--- src/rtl/keypad_digit_loader.sv ---
// rtl/keypad_digit_loader.sv - debounced keypad receiver shifting BCD digits into an MM:SS entry register
module keypad_digit_loader #(
    parameter int DEBOUNCE_CYCLES = 4,
    parameter int CNT_W           = 8
) (
    input  logic       clk,
    input  logic       reset,
    input  logic       load,
    input  logic       clear,
    input  logic [3:0] D,
    input  logic       validn,
    output logic       enablen,
    output logic [3:0] min_tens,
    output logic [3:0] min_ones,
    output logic [3:0] sec_tens,
    output logic [3:0] sec_ones,
    output logic [2:0] digit_count,
    output logic       digit_strobe,
    output logic       err
);

    typedef enum logic [1:0] {
        IDLE    = 2'd0,
        PRESS   = 2'd1,
        CAPTURE = 2'd2,
        RELEASE = 2'd3
    } state_t;

    localparam logic [CNT_W-1:0] LP_N   = CNT_W'(DEBOUNCE_CYCLES);
    localparam logic [CNT_W-1:0] LP_ONE = CNT_W'(1);

    state_t           r_state;
    logic [3:0]       r_d_hold;
    logic [CNT_W-1:0] r_cnt;

    logic [CNT_W-1:0] w_cnt_next;
    logic             w_cnt_done;

    assign w_cnt_next = r_cnt + LP_ONE;
    assign w_cnt_done = (w_cnt_next >= LP_N);

    always_ff @(posedge clk) begin
        if (reset) begin
            r_state      <= IDLE;
            r_d_hold     <= 4'd0;
            r_cnt        <= '0;
            enablen      <= 1'b1;
            min_tens     <= 4'd0;
            min_ones     <= 4'd0;
            sec_tens     <= 4'd0;
            sec_ones     <= 4'd0;
            digit_count  <= 3'd0;
            digit_strobe <= 1'b0;
            err          <= 1'b0;
        end else begin
            enablen      <= ~load;
            digit_strobe <= 1'b0;
            err          <= 1'b0;
            if (clear) begin
                // Clear beats everything, including a pending capture.
                r_state     <= IDLE;
                r_cnt       <= '0;
                min_tens    <= 4'd0;
                min_ones    <= 4'd0;
                sec_tens    <= 4'd0;
                sec_ones    <= 4'd0;
                digit_count <= 3'd0;
            end else if (!load) begin
                r_state <= IDLE;
                r_cnt   <= '0;
            end else begin
                case (r_state)
                    IDLE: begin
                        if (!validn) begin
                            r_d_hold <= D;
                            r_cnt    <= LP_ONE;
                            r_state  <= (LP_N <= LP_ONE) ? CAPTURE : PRESS;
                        end
                    end
                    PRESS: begin
                        if (validn || (D != r_d_hold)) begin
                            r_state <= IDLE;
                            r_cnt   <= '0;
                        end else begin
                            r_cnt <= w_cnt_next;
                            if (w_cnt_done) begin
                                r_state <= CAPTURE;
                            end
                        end
                    end
                    CAPTURE: begin
                        if (r_d_hold <= 4'd9) begin
                            min_tens     <= min_ones;
                            min_ones     <= sec_tens;
                            sec_tens     <= sec_ones;
                            sec_ones     <= r_d_hold;
                            digit_count  <= (digit_count >= 3'd4) ? 3'd4 : digit_count + 3'd1;
                            digit_strobe <= 1'b1;
                        end else begin
                            err <= 1'b1;
                        end
                        r_state <= RELEASE;
                        r_cnt   <= '0;
                    end
                    RELEASE: begin
                        // Only a clean, stable release re-arms the next press.
                        if (validn) begin
                            r_cnt <= w_cnt_next;
                            if (w_cnt_done) begin
                                r_state <= IDLE;
                                r_cnt   <= '0;
                            end
                        end else begin
                            r_cnt <= '0;
                        end
                    end
                    default: begin
                        r_state <= IDLE;
                        r_cnt   <= '0;
                    end
                endcase
            end
        end
    end

endmodule

--- config.mk ---
export PLATFORM = sky130hd
export DESIGN_NAME = keypad_digit_loader
export DESIGN_NICKNAME = d
export VERILOG_FILES = /design/src/rtl/keypad_digit_loader.sv
export SDC_FILE = /design/constraint.sdc
export NUM_CORES = 1
export LEC_CHECK = 0
export BUFFER_PORTS_ARGS = -buffer_cell sky130_fd_sc_hd__buf_2
export CAP_MARGIN = 20
export CELL_PAD_IN_SITES_DETAIL_PLACEMENT = 0
export CELL_PAD_IN_SITES_GLOBAL_PLACEMENT = 1
export CORE_UTILIZATION = 43
export DETAILED_ROUTE_END_ITERATION = 7
export GPL_TIMING_DRIVEN = 0
export PLACE_DENSITY = 0.88
export SLEW_MARGIN = 10
export SYNTH_ARGS = -nofsm -noshare
export SYNTH_HDL_FRONTEND = slang
export SYNTH_SLANG_ARGS = --single-unit
--- constraint.sdc ---
create_clock -name clk -period 3.17 [get_ports clk]
set_input_delay 0.634 -clock clk [delete_from_list [all_inputs] [get_ports clk]]
set_output_delay 0.634 -clock clk [all_outputs]
set_load 0.005 [all_outputs]
Yosys cells after proc, flatten, opt, wreduce, memory -nomap -nowiden
Index checks and enable logic that the tools add are counted.

Bitwise logic cells: 4. Muxes and demuxes: 14. Reduce and logical (&&, ||, !) cells: 8. Add/sub/neg operators: 2. Magnitude comparators: 3. Equality and inequality tests: 8.

Operator list (number): two-way mux 8 bit (4); one-hot mux 8 bit (4 select lines) (1); two-way mux 2 bit (5); adder 8 x 1 -> 8 bit, second input constant (1); greater-or-equal comparator 8 x 3 -> 1 bit, second input constant (1); one-hot mux 2 bit (4 select lines) (1); AND reduction 4 bit (2); inequality test 2 bit, second input constant (3); == test 2 bit, second input constant (2); less-or-equal comparator 4 bit, second input constant (1); inequality test 4 bit (1); NOT 1 bit (4); OR reduction 4 bit (1); adder 3 x 1 -> 3 bit, second input constant (1); greater-or-equal comparator 3 bit, second input constant (1); two-way mux 3 bit (1); inequality test 3 bit, second input constant (1); AND reduction 3 bit (1); OR reduction 3 bit (1); == test 2 x 1 -> 1 bit, second input constant (1); zero test 2 bit (1); two-way mux 1 bit (2); OR reduction 2 bit (1); logical OR 1 bit (1).

Output and inout port bits: 22. Input port bits: 9. Logic and storage cells: 50. Flip-flop bits (word level): 36.

Longest topological paths before layout
Word-level depth: 5. Gate-level depth with buffers: 6. Gate-level depth less buffers: 6.

Least setup slack after synthesis
No wires, ideal clock.

Path type: register to register. Start: reg r_cnt[0]. End: reg r_state[0]. Path buffers: 0. Library setup time: 91 ps. Setup slack: 1412 ps. Stages on the path, launching flop included: 6. Arrival: 1667 ps. Required time: 3079 ps. Cell sequence: dfxtp_1 > ha_1 > or4_4 > a211oi_4 > a311oi_1 > a311oi_1.

Word-level cells in the longest chain between the ends: 4. Elaborated cells on any way between the ends: 5.

Ends and longest elaborated chain: from (decl) (line 34) `logic [CNT_W-1:0] r_cnt;`; from (signal assigned) (line 85) `r_cnt <= w_cnt_next;`; from (signal assigned) (line 108) `r_cnt <= w_cnt_next;`; adder 8 x 1 -> 8 bit * (line 39) `assign w_cnt_next = r_cnt + LP_ONE;`; greater-or-equal comparator 8 x 3 -> 1 bit * (line 40) `assign w_cnt_done = (w_cnt_next >= LP_N);`; inequality test 3 bit (no line) / inequality test 2 bit (equally long branches); AND reduction 4 bit (no line) *; to (signal assigned) (line 77) `r_state <= (LP_N <= LP_ONE) ? CAPTURE : PRESS;`; to (decl) (line 32) `state_t r_state;`.

Mark *: on every way between the ends. The rest lies on a longest branch, timed or not. A chain may end at the register's enable or synchronous reset.

Worst setup path in the final report
Ends and elaborated chain as after synthesis.

==> metrics.txt <==
# TYPE chip_impl_metric gauge
chip_impl_info{name="run_status",value="completed"} 1
chip_impl_metric{name="initial_core_util",unit="%"} 46.9
chip_impl_metric{name="cts_buffers",unit=""} 5
chip_impl_metric{name="core_area",unit="um2"} 3470
chip_impl_info{name="worstReg2RegEnd",value="r_state[0]"} 1
chip_impl_metric{name="ys_seq_area_share",unit="%"} 44.3
chip_impl_info{name="synth_top_cells_by_area",value="sky130_fd_sc_hd__dfxtp_1, sky130_fd_sc_hd__nand2_1, sky130_fd_sc_hd__a21oi_1"} 1
chip_impl_metric{name="fill_cells",unit=""} 354
chip_impl_metric{name="yosys.cell_types.count",unit=""} 41
chip_impl_info{name="crit_path_cell_trace",value="ha_1 > nand3_1 > o21a_1 > a211oi_4 > nand3_1 > a311oi_1"} 1
chip_impl_info{name="unrepaired_setup_endpoints_after_global_routing",value="no"} 1
chip_impl_metric{name="synthArstFlopShare",unit="%"} 0
chip_impl_metric{name="synth_enable_flop_cells",unit=""} 0
chip_impl_metric{name="ios",unit=""} 31
chip_impl_metric{name="design.die.area",unit="um2"} 4030
chip_impl_metric{name="cts_repair_resize_count",unit=""} 0
chip_impl_metric{name="tightestPinTransition",unit="ns"} 0.882
chip_impl_metric{name="timing.final.crit_share",unit="%"} 62.5
chip_impl_metric{name="maxSlewViolCount",unit=""} 0
chip_impl_metric{name="placement_rows",unit=""} 21
chip_impl_metric{name="netlist_instances",unit=""} 197
chip_impl_metric{name="remaining_drc_errors",unit=""} 0
chip_impl_metric{name="whs",unit="ns"} 0.456
chip_impl_metric{name="drtPass1Iterations",unit=""} 4
chip_impl_metric{name="vias",unit=""} 1465
chip_impl_metric{name="grtUsageTotal",unit="%"} 19.5
chip_impl_metric{name="synth_top_area_share",unit="%"} 44.3
chip_impl_metric{name="viasPerCell",unit=""} 5.21
chip_impl_metric{name="dpl.hpwl",unit="mm"} 2.49
chip_impl_info{name="setup.worst_path.class",value="register to register"} 1
chip_impl_metric{name="power_density",unit="nW/um2"} 461
chip_impl_info{name="most_used_cells_in_the_layout_excluding_fill_and_tap_cells",value="sky130_fd_sc_hd__nand2_1, sky130_fd_sc_hd__dfxtp_1, sky130_fd_sc_hd__buf_2"} 1
chip_impl_metric{name="final-instance-count-excl-fill",unit=""} 281
chip_impl_metric{name="post-route-min-period",unit="ns"} 1.98
chip_impl_metric{name="finalNetCount",unit=""} 246
chip_impl_info{name="crit_path_end_kind",value="register"} 1
chip_impl_metric{name="area_delta_synth_final",unit="%"} 19.4
chip_impl_metric{name="dp.cells",unit=""} 273
chip_impl_metric{name="seqCellArea",unit="um2"} 721
chip_impl_metric{name="layout-drive-gt1-share",unit="%"} 19.1
chip_impl_metric{name="global_route_wire_length_before_repair",unit="mm"} 6.13
chip_impl_metric{name="drt_wl_total",unit="mm"} 3.41
chip_impl_metric{name="yosysWarningCount",unit=""} 0
chip_impl_metric{name="detail_route.wl_per_cell",unit="um"} 12.1
chip_impl_metric{name="detailedRoute.firstIterationViolations",unit=""} 68
chip_impl_metric{name="overflow",unit=""} 0
chip_impl_info{name="tritoncts",value="done"} 1
chip_impl_metric{name="cts.sink_count",unit=""} 36
chip_impl_info{name="critPathSlowestCell",value="sky130_fd_sc_hd__dfxtp_1"} 1
chip_impl_metric{name="arrival",unit="ns"} 2.18
chip_impl_metric{name="mappedNetlistArea",unit="um2"} 1630
chip_impl_metric{name="cts.path.max_buffers",unit=""} 2
chip_impl_metric{name="number_of_antenna_violations_at_the_first_check_in_global_routing",unit=""} 0
chip_impl_metric{name="yosys_register_bits",unit=""} 36
chip_impl_metric{name="clock_tree.htree_level_count",unit=""} 2
chip_impl_metric{name="cts_setup_buffers",unit=""} 0
chip_impl_metric{name="hold_viol",unit=""} 0
chip_impl_info{name="min-delay-start",value="min_tens[2]"} 1
chip_impl_info{name="synth.largest_area_cell",value="sky130_fd_sc_hd__dfxtp_1"} 1
chip_impl_metric{name="max_cap_viols",unit=""} 0
chip_impl_metric{name="p_leak",unit="nW"} 0.716
chip_impl_info{name="cts_root_buf",value="sky130_fd_sc_hd__clkbuf_8"} 1
chip_impl_metric{name="clock_insertion_delay_worst_skew",unit="ns"} 0.29
chip_impl_metric{name="crit_path_max_fanout",unit=""} 7
chip_impl_info{name="hold_path.class",value="register to register"} 1
chip_impl_metric{name="crit_path_max_incr_delay",unit="ns"} 0.44
chip_impl_metric{name="post-layout-total-power",unit="mW"} 0.895
chip_impl_metric{name="multi_input_comb_area",unit="um2"} 857
chip_impl_metric{name="insertedDiodeCount",unit=""} 0
chip_impl_metric{name="regToRegSetupSlack",unit="ns"} 1.19
chip_impl_metric{name="max_freq",unit="MHz"} 505
chip_impl_info{name="crit_path_most_repeated_cell",value="sky130_fd_sc_hd__nand3_1"} 1
chip_impl_metric{name="avg_inst_size_synth",unit="um2"} 8.26
chip_impl_metric{name="ir_drop",unit="mV"} 0.249
chip_impl_metric{name="gp_congestion",unit=""} 0.768
chip_impl_info{name="min_delay_worst_endpoint",value="min_tens[2]"} 1
chip_impl_metric{name="grt_max_degree",unit=""} 12
chip_impl_metric{name="hold-path-cell-count",unit=""} 2
chip_impl_metric{name="port_buffers",unit=""} 30
chip_impl_metric{name="postRouteAntennaNets",unit=""} 0
chip_impl_metric{name="dpl-instance-area",unit="um2"} 1830
chip_impl_metric{name="finalSetupViolCount",unit=""} 0
chip_impl_metric{name="clkTransAtPathRegs",unit="ns"} 0.07
chip_impl_metric{name="chipWidth",unit="um"} 63.5
chip_impl_metric{name="final.setup.tns",unit="ns"} 0
chip_impl_info{name="startpoint_type",value="register"} 1
chip_impl_metric{name="dieHeight",unit="um"} 63.5
chip_impl_metric{name="reg2regPathDepth",unit=""} 6
chip_impl_metric{name="postSynthNetCount",unit=""} 209
chip_impl_metric{name="cts-hold-fix-buffers",unit=""} 0
chip_impl_metric{name="grt_pass1_vias",unit=""} 1335
chip_impl_info{name="rr_startpoint",value="r_cnt[0]"} 1
chip_impl_metric{name="finish.instance_area",unit="um2"} 1940
chip_impl_metric{name="maximum_clock_skew_at_final_layout",unit="ns"} 0.00398
chip_impl_metric{name="timing.slew.headroom",unit="%"} 40.7
chip_impl_metric{name="cp_data_required_time",unit="ns"} 3.37
chip_impl_info{name="synth_flop_cell",value="sky130_fd_sc_hd__dfxtp_1"} 1
## worst max-delay path: cells and delay by family, from the launching register on
family / cells / cell delay [ns]
DFF: 1 / 0.44
adders and majority gates: 1 / 0.29
and+or+nand+nor: 2 / 0.31
AOI/OAI and AO/OA: 3 / 0.85
## registers in the layout (all words and copies together), names as in the netlist, named ones only
signal,count
digit_count,3
digit_strobe,1
enablen,1
err,1
min_ones,4
min_tens,4
r_cnt,8
r_d_hold,4
r_state,1
sec_ones,4
sec_tens,4
## final cells by class
cell class | count | area share, %
Multi-Input combinational cell | 149 | 44.1
Sequential cell | 36 | 37.1
Timing Repair Buffer | 30 | 7.73
Clock buffer | 6 | 3.74
Tap cell | 46 | 2.96
Clock inverter | 2 | 1.80
Buffer | 7 | 1.55
Inverter | 5 | 0.966
## per-layer routing
| metal | wire, um | vias to the layer above | GRT usage [%] |
|---|---|---|---|
| met3 | 157 | 7 | 5.98 |
| met1 | 1810 | 664 | 27.3 |
| met2 | 1370 | 35 | 27.1 |
| met5 | 0 | - | 0 |
| met4 | 62 | 0 | 8.52 |
| li1 | - | 759 | - |
## logic make-up after synthesis
logic type	Yosys count	synth area share, %
muxes	5	3.31
and+or+nand+nor	91	27.2
DFF	36	44.3
buffers and inverters	12	3.00
adders and majority gates	3	2.31
AOI/OAI and AO/OA	44	16.7
xor gates and xnor gates	6	3.23
## how the worst max path moves through the flow
stage | start | to | slack, ns | cells past startpoint
after detailed placement | validn | r_state[0] | 1.14 | 6
after CTS | r_cnt[0] | r_state[0] | 1.19 | 6
after global placement | validn | r_state[0] | 1.13 | 6
after floorplan | r_cnt[0] | r_state[0] | 1.41 | 5
final | r_cnt[0] | r_state[0] | 1.19 | 6
after global routing | r_cnt[0] | r_state[0] | 1.0 | 6
## report_power, final
group	total (mW)	internal, mW	switching (mW)
combinational	0.0383	0.0145	0.0238
clock	0.398	0.233	0.165
sequential	0.458	0.455	0.00290
total	0.895	0.703	0.192
## metrics by stage
step	worst slack, ns	util, %
2_1_floorplan	1.41	-
3_3_place_gp	1.13	52.9
3_5_place_dp	1.14	52.9
4_1_cts	1.19	56.0
5_1_grt	1.00	56.0
6_report	1.19	56.0
## cells in the mapped netlist (2+ instances only)
library cell	instances
sky130_fd_sc_hd__a21oi_1	23
sky130_fd_sc_hd__a22oi_1	2
sky130_fd_sc_hd__a311oi_1	3
sky130_fd_sc_hd__and2_1	2
sky130_fd_sc_hd__and3_1	4
sky130_fd_sc_hd__clkbuf_1	5
sky130_fd_sc_hd__dfxtp_1	36
sky130_fd_sc_hd__ha_1	3
sky130_fd_sc_hd__inv_1	5
sky130_fd_sc_hd__mux2i_1	4
sky130_fd_sc_hd__nand2_1	36
sky130_fd_sc_hd__nand3_1	10
sky130_fd_sc_hd__nand3b_1	3
sky130_fd_sc_hd__nor2_1	16
sky130_fd_sc_hd__nor3_1	6
sky130_fd_sc_hd__nor3b_1	2
sky130_fd_sc_hd__o21ai_0	2
sky130_fd_sc_hd__o21ai_1	6
sky130_fd_sc_hd__or2_2	2
sky130_fd_sc_hd__xnor2_1	6
(Power assumes the default switching activity.)
